**src/rtl/bcd_pkg.sv**
```systemverilog
// Shared constants, FSM state encodings and digit helpers for the serial BCD adder/subtractor.
package bcd_pkg;

  localparam logic [1:0] IDLE = 2'd0;
  localparam logic [1:0] RUN  = 2'd1;
  localparam logic [1:0] DONE = 2'd2;

  localparam logic [3:0] BCD_MAX = 4'd9;
  localparam logic [3:0] BCD_ADJ = 4'd6;

  // Nine's complement of one BCD digit; undefined for non-BCD input.
  function automatic logic [3:0] nines_comp(input logic [3:0] dig);
    return BCD_MAX - dig;
  endfunction

endpackage

```
**src/rtl/bcd_digit_add.sv**
```systemverilog
// Single-digit BCD adder with carry in/out; shared by every digit position of the serial unit.
module bcd_digit_add
  import bcd_pkg::*;
(
  input  logic [3:0] x,
  input  logic [3:0] y,
  input  logic       cin,
  output logic [3:0] d,
  output logic       co
);

  logic [4:0] t;

  always_comb begin
    t = {1'b0, x} + {1'b0, y} + {4'b0000, cin};
    if (t > 5'd9) begin
      d  = t[3:0] + BCD_ADJ;
      co = 1'b1;
    end else begin
      d  = t[3:0];
      co = 1'b0;
    end
  end

endmodule

```
**src/rtl/bcd_serial_addsub.sv**
```systemverilog
// Multi-digit packed-BCD adder/subtractor, one digit per clock LSD first, start/done handshake.
module bcd_serial_addsub
  import bcd_pkg::*;
#(
  parameter int unsigned NDIG = 4,
  parameter int unsigned CW   = 5
) (
  input  logic              clk,
  input  logic              rst_n,
  input  logic              start,
  input  logic              sub,
  input  logic [4*NDIG-1:0] a,
  input  logic [4*NDIG-1:0] b,
  output logic              busy,
  output logic              done,
  output logic [4*NDIG-1:0] sum,
  output logic              cout,
  output logic              neg,
  output logic              err
);

  logic [1:0]        state_q, state_d;
  logic [CW-1:0]     cnt_q, cnt_d;
  logic              carry_q, carry_d;
  logic              sub_q, sub_d;
  logic [4*NDIG-1:0] a_q, a_d;
  logic [4*NDIG-1:0] b_q, b_d;
  logic [4*NDIG-1:0] sum_q, sum_d;
  logic              cout_q, cout_d;
  logic              neg_q, neg_d;
  logic              err_q, err_d;
  logic              busy_q, busy_d;
  logic              done_q, done_d;

  logic [3:0] a_dig, b_dig, y_dig, res_dig;
  logic       res_co;

  // Operands are shifted right each RUN cycle so the current digit is always at [3:0].
  assign a_dig = a_q[3:0];
  assign b_dig = b_q[3:0];
  assign y_dig = sub_q ? nines_comp(b_dig) : b_dig;

  bcd_digit_add u_digit_add (
    .x   (a_dig),
    .y   (y_dig),
    .cin (carry_q),
    .d   (res_dig),
    .co  (res_co)
  );

  always_comb begin
    state_d = state_q;
    cnt_d   = cnt_q;
    carry_d = carry_q;
    sub_d   = sub_q;
    a_d     = a_q;
    b_d     = b_q;
    sum_d   = sum_q;
    cout_d  = cout_q;
    neg_d   = neg_q;
    err_d   = err_q;
    done_d  = 1'b0;
    // Status outputs are registered, so busy/done trail the state by one cycle.
    busy_d  = (state_q != IDLE);

    case (state_q)
      IDLE: begin
        if (start) begin
          a_d     = a;
          b_d     = b;
          sub_d   = sub;
          carry_d = sub;
          cnt_d   = '0;
          err_d   = 1'b0;
          sum_d   = '0;
          state_d = RUN;
        end
      end
      RUN: begin
        for (int i = 0; i < int'(NDIG); i++) begin
          if (cnt_q == CW'(i)) sum_d[4*i +: 4] = res_dig;
        end
        carry_d = res_co;
        err_d   = err_q | (a_dig > BCD_MAX) | (b_dig > BCD_MAX);
        a_d     = a_q >> 4;
        b_d     = b_q >> 4;
        if (cnt_q == CW'(NDIG - 1)) begin
          state_d = DONE;
        end else begin
          cnt_d = cnt_q + 1'b1;
        end
      end
      DONE: begin
        done_d  = 1'b1;
        cout_d  = carry_q;
        neg_d   = sub_q & ~carry_q;
        state_d = IDLE;
      end
      default: state_d = IDLE;
    endcase
  end

  always_ff @(posedge clk or negedge rst_n) begin
    if (!rst_n) begin
      state_q <= IDLE;
      cnt_q   <= '0;
      carry_q <= 1'b0;
      sub_q   <= 1'b0;
      a_q     <= '0;
      b_q     <= '0;
      sum_q   <= '0;
      cout_q  <= 1'b0;
      neg_q   <= 1'b0;
      err_q   <= 1'b0;
      busy_q  <= 1'b0;
      done_q  <= 1'b0;
    end else begin
      state_q <= state_d;
      cnt_q   <= cnt_d;
      carry_q <= carry_d;
      sub_q   <= sub_d;
      a_q     <= a_d;
      b_q     <= b_d;
      sum_q   <= sum_d;
      cout_q  <= cout_d;
      neg_q   <= neg_d;
      err_q   <= err_d;
      busy_q  <= busy_d;
      done_q  <= done_d;
    end
  end

  assign busy = busy_q;
  assign done = done_q;
  assign sum  = sum_q;
  assign cout = cout_q;
  assign neg  = neg_q;
  assign err  = err_q;

endmodule

```
**config.mk**
```make
export PLATFORM = sky130hd
export DESIGN_NAME = bcd_serial_addsub
export DESIGN_NICKNAME = d
export VERILOG_FILES = /design/src/rtl/bcd_pkg.sv /design/src/rtl/bcd_digit_add.sv /design/src/rtl/bcd_serial_addsub.sv
export SDC_FILE = /design/constraint.sdc
export NUM_CORES = 1
export LEC_CHECK = 0
export ABC_AREA = 1
export ABC_CLOCK_PERIOD_IN_PS = 2120
export CAP_MARGIN = 15
export CORE_MARGIN = 2
export CORE_UTILIZATION = 47
export DETAILED_ROUTE_END_ITERATION = 10
export HOLD_SLACK_MARGIN = 0.12
export PLACE_DENSITY = 0.8
export SLEW_MARGIN = 10
export SYNTH_ARGS = -nofsm -noshare
export SYNTH_HDL_FRONTEND = slang
export SYNTH_SLANG_ARGS = --single-unit
```
**constraint.sdc**
```tcl
create_clock -name clk -period 2.12 [get_ports clk]
set_input_delay 0.212 -clock clk [delete_from_list [all_inputs] [get_ports clk]]
set_output_delay 0.212 -clock clk [all_outputs]
set_load 0.02 [all_outputs]
```
* Yosys cells after proc, flatten, opt, wreduce, memory -nomap -nowiden
Cells that the tools add are included. Widths: inputs -> output; s select.
Word-level totals: output and inout bits 21, flip-flop bits (word level) 62, input port bits 36, word-level logic and storage cells 74
Operators by class: $lt $le $gt $ge 3, equality and inequality tests 11, add/subtract/negate cells 5, bitwise gates (word level) 4, mux-type cells 24, reduce and logical (&&, ||, !) cells 12
Operators with widths (number):
- $pmux 16 s2 | 3
- $mux 16 | 3
- $mux 4 | 6
- $reduce_and 3->1 | 5
- $ne 2x2->1 const B | 6
- $eq 5x2->1 const B | 2
- $mux 5 | 2
- $pmux 5 s2 | 1
- $gt 4x4->1 const B | 2
- $reduce_and 2->1 | 3
- $add 4x4->5 | 1
- $add 5x1->5 | 1
- $add 5x1->5 const B | 1
- $eq 5x1->1 const B | 1
- $gt 5x4->1 const B | 1
- $logic_not 5->1 | 1
- $add 4x3->4 const B | 1
- $mux 1 | 4
- $mux 2 | 2
- $pmux 1 s2 | 2
- $pmux 2 s2 | 1
- $reduce_bool 2->1 | 2
- $sub 4x4->4 const A | 1
- $eq 2x1->1 const B | 1
- 5 further kinds | 6

* Depth between registers and ports, before layout
Gate-level depths: netlist (run 1).
depth after elaboration 8, depth in mapped cells 16, mapped depth without buffers 16

* Modules after synthesis
Synthesis (run 1) repeated with hierarchy kept, for this count alone.
Second synthesis, totals: cells, all modules 401, area, all modules 3270.6 µm²
By module, submodules not included:
- bcd_serial_addsub | seq. area each 1551.5 µm², area an instance 2970.3 µm², times used 1, cells an instance 354
- bcd_digit_add | seq. area each 0.0 µm², area an instance 300.3 µm², times used 1, cells an instance 47

* Least setup slack after synthesis (run 1)
OpenSTA, ideal clock, no wires.
kind flip-flop to flip-flop, from register sub_q, to register sum_q[11] (netlist: sum[11]), buffers on the path 0, arrival 2.273 ns, cell stages (with the launch flop) 14, library setup time 0.065 ns, clock period less this slack 2.338 ns, slack -0.218 ns, required time 2.055 ns, path through dfrtp_1 xnor2_1 fa_1 inv_1 fa_1 inv_1 ha_1 nand2_1 a21boi_1 nand2_1 nand2_1 nand3_1 nand3_1 nand2_1
Between the ends: cells in the longest elaborated chain, start to end 7, elaborated cells on any way between the ends 8, classes of those cells add/sub: 3; order compare: 1; mux: 4
RTL lines:
- from (decl) | line bcd_serial_addsub.sv:25 | logic sub_q, sub_d;
- from (signal assigned) | line bcd_serial_addsub.sv:121 | sub_q <= sub_d;
- $mux 4 (*) | line bcd_serial_addsub.sv:41 | assign y_dig = sub_q ? nines_comp(b_dig) : b_dig;
- $add 4x4->5 (*) | line bcd_digit_add.sv:15 | t = {1'b0, x} + {1'b0, y} + {4'b0000, cin};
- $add 5x1->5 (*) | line bcd_digit_add.sv:15
- $add 4x3->4 or $gt 5x4->1 (tied branches) | line bcd_digit_add.sv:17, bcd_digit_add.sv:16
- $mux 4 (*) | line bcd_digit_add.sv:16 | if (t > 5'd9) begin
- $mux 4 (*) | line bcd_serial_addsub.sv:81 | if (cnt_q == CW'(i)) sum_d[4*i +: 4] = res_dig;
- $pmux 16 s2 (*) | line bcd_serial_addsub.sv:66 | case (state_q)
- to (signal assigned) | line bcd_serial_addsub.sv:124 | sum_q <= sum_d;
- to (decl) | line bcd_serial_addsub.sv:28 | logic [4*NDIG-1:0] sum_q, sum_d;
Every way passes the cells marked *; elsewhere a longest branch is shown, timed or not. The select of a mux whose other input is x is not followed. A chain may end at the register's enable or synchronous reset.

* Worst setup path after layout (run 1)
from register sub_q, to register sum_q[7] (netlist: sum[7])
Same word-level chain as after synthesis.

==> flow_summary.json, run 1 <==
{
  "outcome": "finished with violations",
  "violations": "setup timing",
  "grt_pass1_wl_um": 11730,
  "grt_pass1_vias": 2576,
  "first_iter_violations": 136,
  "async_flop_share_pct": 100.0,
  "vias_per_cell": 5.212,
  "synth_edf_count": 0,
  "cap_violations": 0,
  "grt_usage_pct": 20.70,
  "final-seq-area_um2": 1551,
  "grt_start_max_net_pins": 39,
  "num_vias": 2585,
  "seqPwrFrac_pct": 24.2,
  "layout-drive-gt1-share_pct": 19.33,
  "pwr-share-comb_pct": 61.9,
  "avgSynthCellArea_um2": 9.059,
  "timing.final.hold_violations": 0,
  "ys_seq_elements": 62,
  "cp-end-kind": "flop",
  "ant_nets": 0,
  "synth_fp_nets": 384,
  "drt_wl_total_um": 7108,
  "r2r_end": "sum[7]",
  "drc": 0,
  "synth_top_cell_area_share_pct": 50.82,
  "clk_pin_slew_worst_paths_ns": 0.07,
  "crit_slowest_cell": "fa_2",
  "setup_viol_count_final": 13,
  "cts_buffer_depth": 2,
  "final_common_cell": "nand2_1",
  "synth.largest_area_cell": "dfrtp_1",
  "layout_setup_ws_ns": -0.2978,
  "max_slew_margin_pct": 58.42,
  "p_sw_w": 0.003786,
  "power.density_nw_per_um2": 2007,
  "antenna_cells": 0,
  "layout_min_cycle_time_ns": 2.418,
  "synthTopCellsByArea": "dfrtp_1 (51%), nand2_1 (10%), inv_1 (5.4%)",
  "peakVddDrop_v": 0.001245,
  "dieArea_um2": 7156,
  "rsz0062_at_grt": "true",
  "hold_class": "input pin to async pin",
  "p_sw_share_pct": 45.80,
  "final_cell_mix": "nand2_1 (77), dfrtp_1 (62), clkdlybuf4s50_1 (55)",
  "cp.required_ns": 2.36,
  "dieWidth_um": 84.60,
  "area_growth_pct": 34.92,
  "cts_root_buffer": "clkbuf_8",
  "multi_input_area_um2": 1338,
  "hpwl_um": 4822,
  "clock_skew_ns": 0.007877,
  "cpLargestDelayFamily": "adder cells",
  "leakagePower_nw": 1.967,
  "nFillCells": 498,
  "fin_crit_sh_pct": 114.0,
  "maxSlewViolCount": 0,
  "slowest_delay_ns": 0.53,
  "worst_pin_slew_ns": 0.6237,
  "ys.flop_type": "dfrtp_1",
  "critPathLaunchType": "flop",
  "final_area_um2": 4119,
  "placedInstanceArea_um2": 3769,
  "grt_overflow_total": 0,
  "numCtsBuffers": 9,
  "path_max_fanout": 4,
  "rr_startpoint": "sub_q",
  "portBuffers": 56,
  "yosys_warnings": 0,
  "drtPass1Iterations": 4,
  "htreeDepth": 3,
  "rrSetupSlack_ns": -0.30,
  "wl_per_cell_um": 14.33,
  "initial_core_util_pct": 48.36,
  "ys_seq_area_share_pct": 50.82,
  "r2r_cells": 13,
  "syn_area_um2": 3053,
  "ys_types": 34,
  "crit_buf_inv": 2,
  "cp_cell_sequence": "xnor2_2, fa_2, inv_2, fa_2, inv_2, ha_4, nand2_2, a21boi_2, nand2_2, nand2_4, nand3_4, nand3_2, nand2_1",
  "num_io_pins": 57,
  "fmax_mhz": 413.6,
  "rows": 29,
  "internal_power_w": 0.004481,
  "cts_sinks": 62,
  "power_frac_clock_pct": 13.9,
  "syn_inst": 337,
  "cp_data_arrival_time_ns": 2.66,
  "hold_ws_ns": 0.4038,
  "worstSkewPairLatency_ns": 0.35,
  "globalplace.congestion": 0.8559,
  "critical_path_class": "flop to flop",
  "fp.dieH_um": 84.60,
  "core_um2": 6314,
  "fin_nets": 461,
  "cts_tree": "done",
  "antenna_found_initial": 0
}
-- per-stage QoR --
stage	std cells	total power, W	util [%]	TNS (ns)	worst slack [ns]
floorplan	337	0.004933	-	-2.210	-0.1762
global placement	475	0.006020	59.69	-2.246	-0.1891
CTS	493	0.007908	64.55	-3.604	-0.2950
global route	496	0.008886	65.24	-4.773	-0.4008
detailed placement	475	0.006182	59.69	-3.829	-0.3227
finish	496	0.008266	65.24	-3.655	-0.2978
-- worst register-to-register path: stages, from the launching register on --
cell and delay, ns:
dfrtp_1 0.41, xnor2_2 0.17, fa_2 0.22, inv_2 0.05, fa_2 0.53, inv_2 0.05, ha_4 0.16, nand2_2 0.05
a21boi_2 0.16, nand2_2 0.12, nand2_4 0.14, nand3_4 0.13, nand3_2 0.08, nand2_1 0.05
-- layer usage --
layer	global-route usage (%)	part of all wire, %
met2	35.50	51
met1	25.88	43
met4	9.524	1.7
met5	0	0
met3	2.950	4.0
-- how the worst max path moves through the flow --
stage                      start  endpoint  slack [ns]  cells past startpoint
after floorplan            sub_q   sum[10]       -0.18                     12
after global placement     sub_q   sum[11]       -0.19                     14
after detailed placement   sub_q    sum[7]       -0.32                     14
after CTS                 b_q[0]    sum[9]       -0.29                     13
after global routing      b_q[1]    sum[7]       -0.40                     15
final                      sub_q    sum[7]       -0.30                     13
-- state kept, by name (all words and copies together), names as in the netlist --
signal and cells:
err 1, carry_q 1, cnt_q 5, a_q 16, b_q 16, neg 1, sub_q 1, cout 1
sum 16, done 1, state_q 2, busy 1
-- layout make-up --
cell class	instances	share of cell area (%)
multi-input combinational	214	32.47
tap	77	2.339
inverter	50	4.617
sequential	62	37.67
clock inverter	4	1.701
timing repair buffer	77	17.68
clock buffer	12	3.524
-- power groups by stage --
stage | clock [W] | sequential, W | combinational [W]
4_1_cts | 0.00115 | 0.00200 | 0.00475
3_5_place_dp | 0 | 0.00201 | 0.00418
2_1_floorplan | 0 | 0.00212 | 0.00281
5_1_grt | 0.00120 | 0.00206 | 0.00562
3_3_place_gp | 0 | 0.00199 | 0.00403
6_report | 0.00115 | 0.00200 | 0.00511
-- Yosys cell counts (all sizes together), types with 2 or more instances --
library cell and n:
o21ai 24, nor2 8, dfrtp 62, nor3 15
inv 49, a21oi 13, nand3 18, nand2 89
xor2 3, a221oi 12, ha 9, buf 10
nand4 8, o22ai 6, o211ai 2, fa 2
-- logic make-up (layout without fill, tap and decap cells) --
family	after synthesis	in the layout	share of synthesized area, %
simple gates	139	139	20.49
flops	62	62	50.82
buf+inv	61	143	8.893
compound gates	60	60	13.65
fa+ha+maj	11	11	5.000
xor+xnor	4	4	1.148
-- timing repair --
action,CTS,global route
hold buffers,1,0
pin swaps,8,9
endpoints found under the setup margin,13,13
endpoints found under the hold margin,24,0
resized for setup,17,9
buffers inserted,1,3
Note: power is estimated with default switching activity, not from simulation.
==> inputs of run 2 (changes only) <==
- ABC_CLOCK_PERIOD_IN_PS: 2120 -> unset
==> results of run 2 <==
The final DEF is identical to that of run 1; final timing and power are the same.
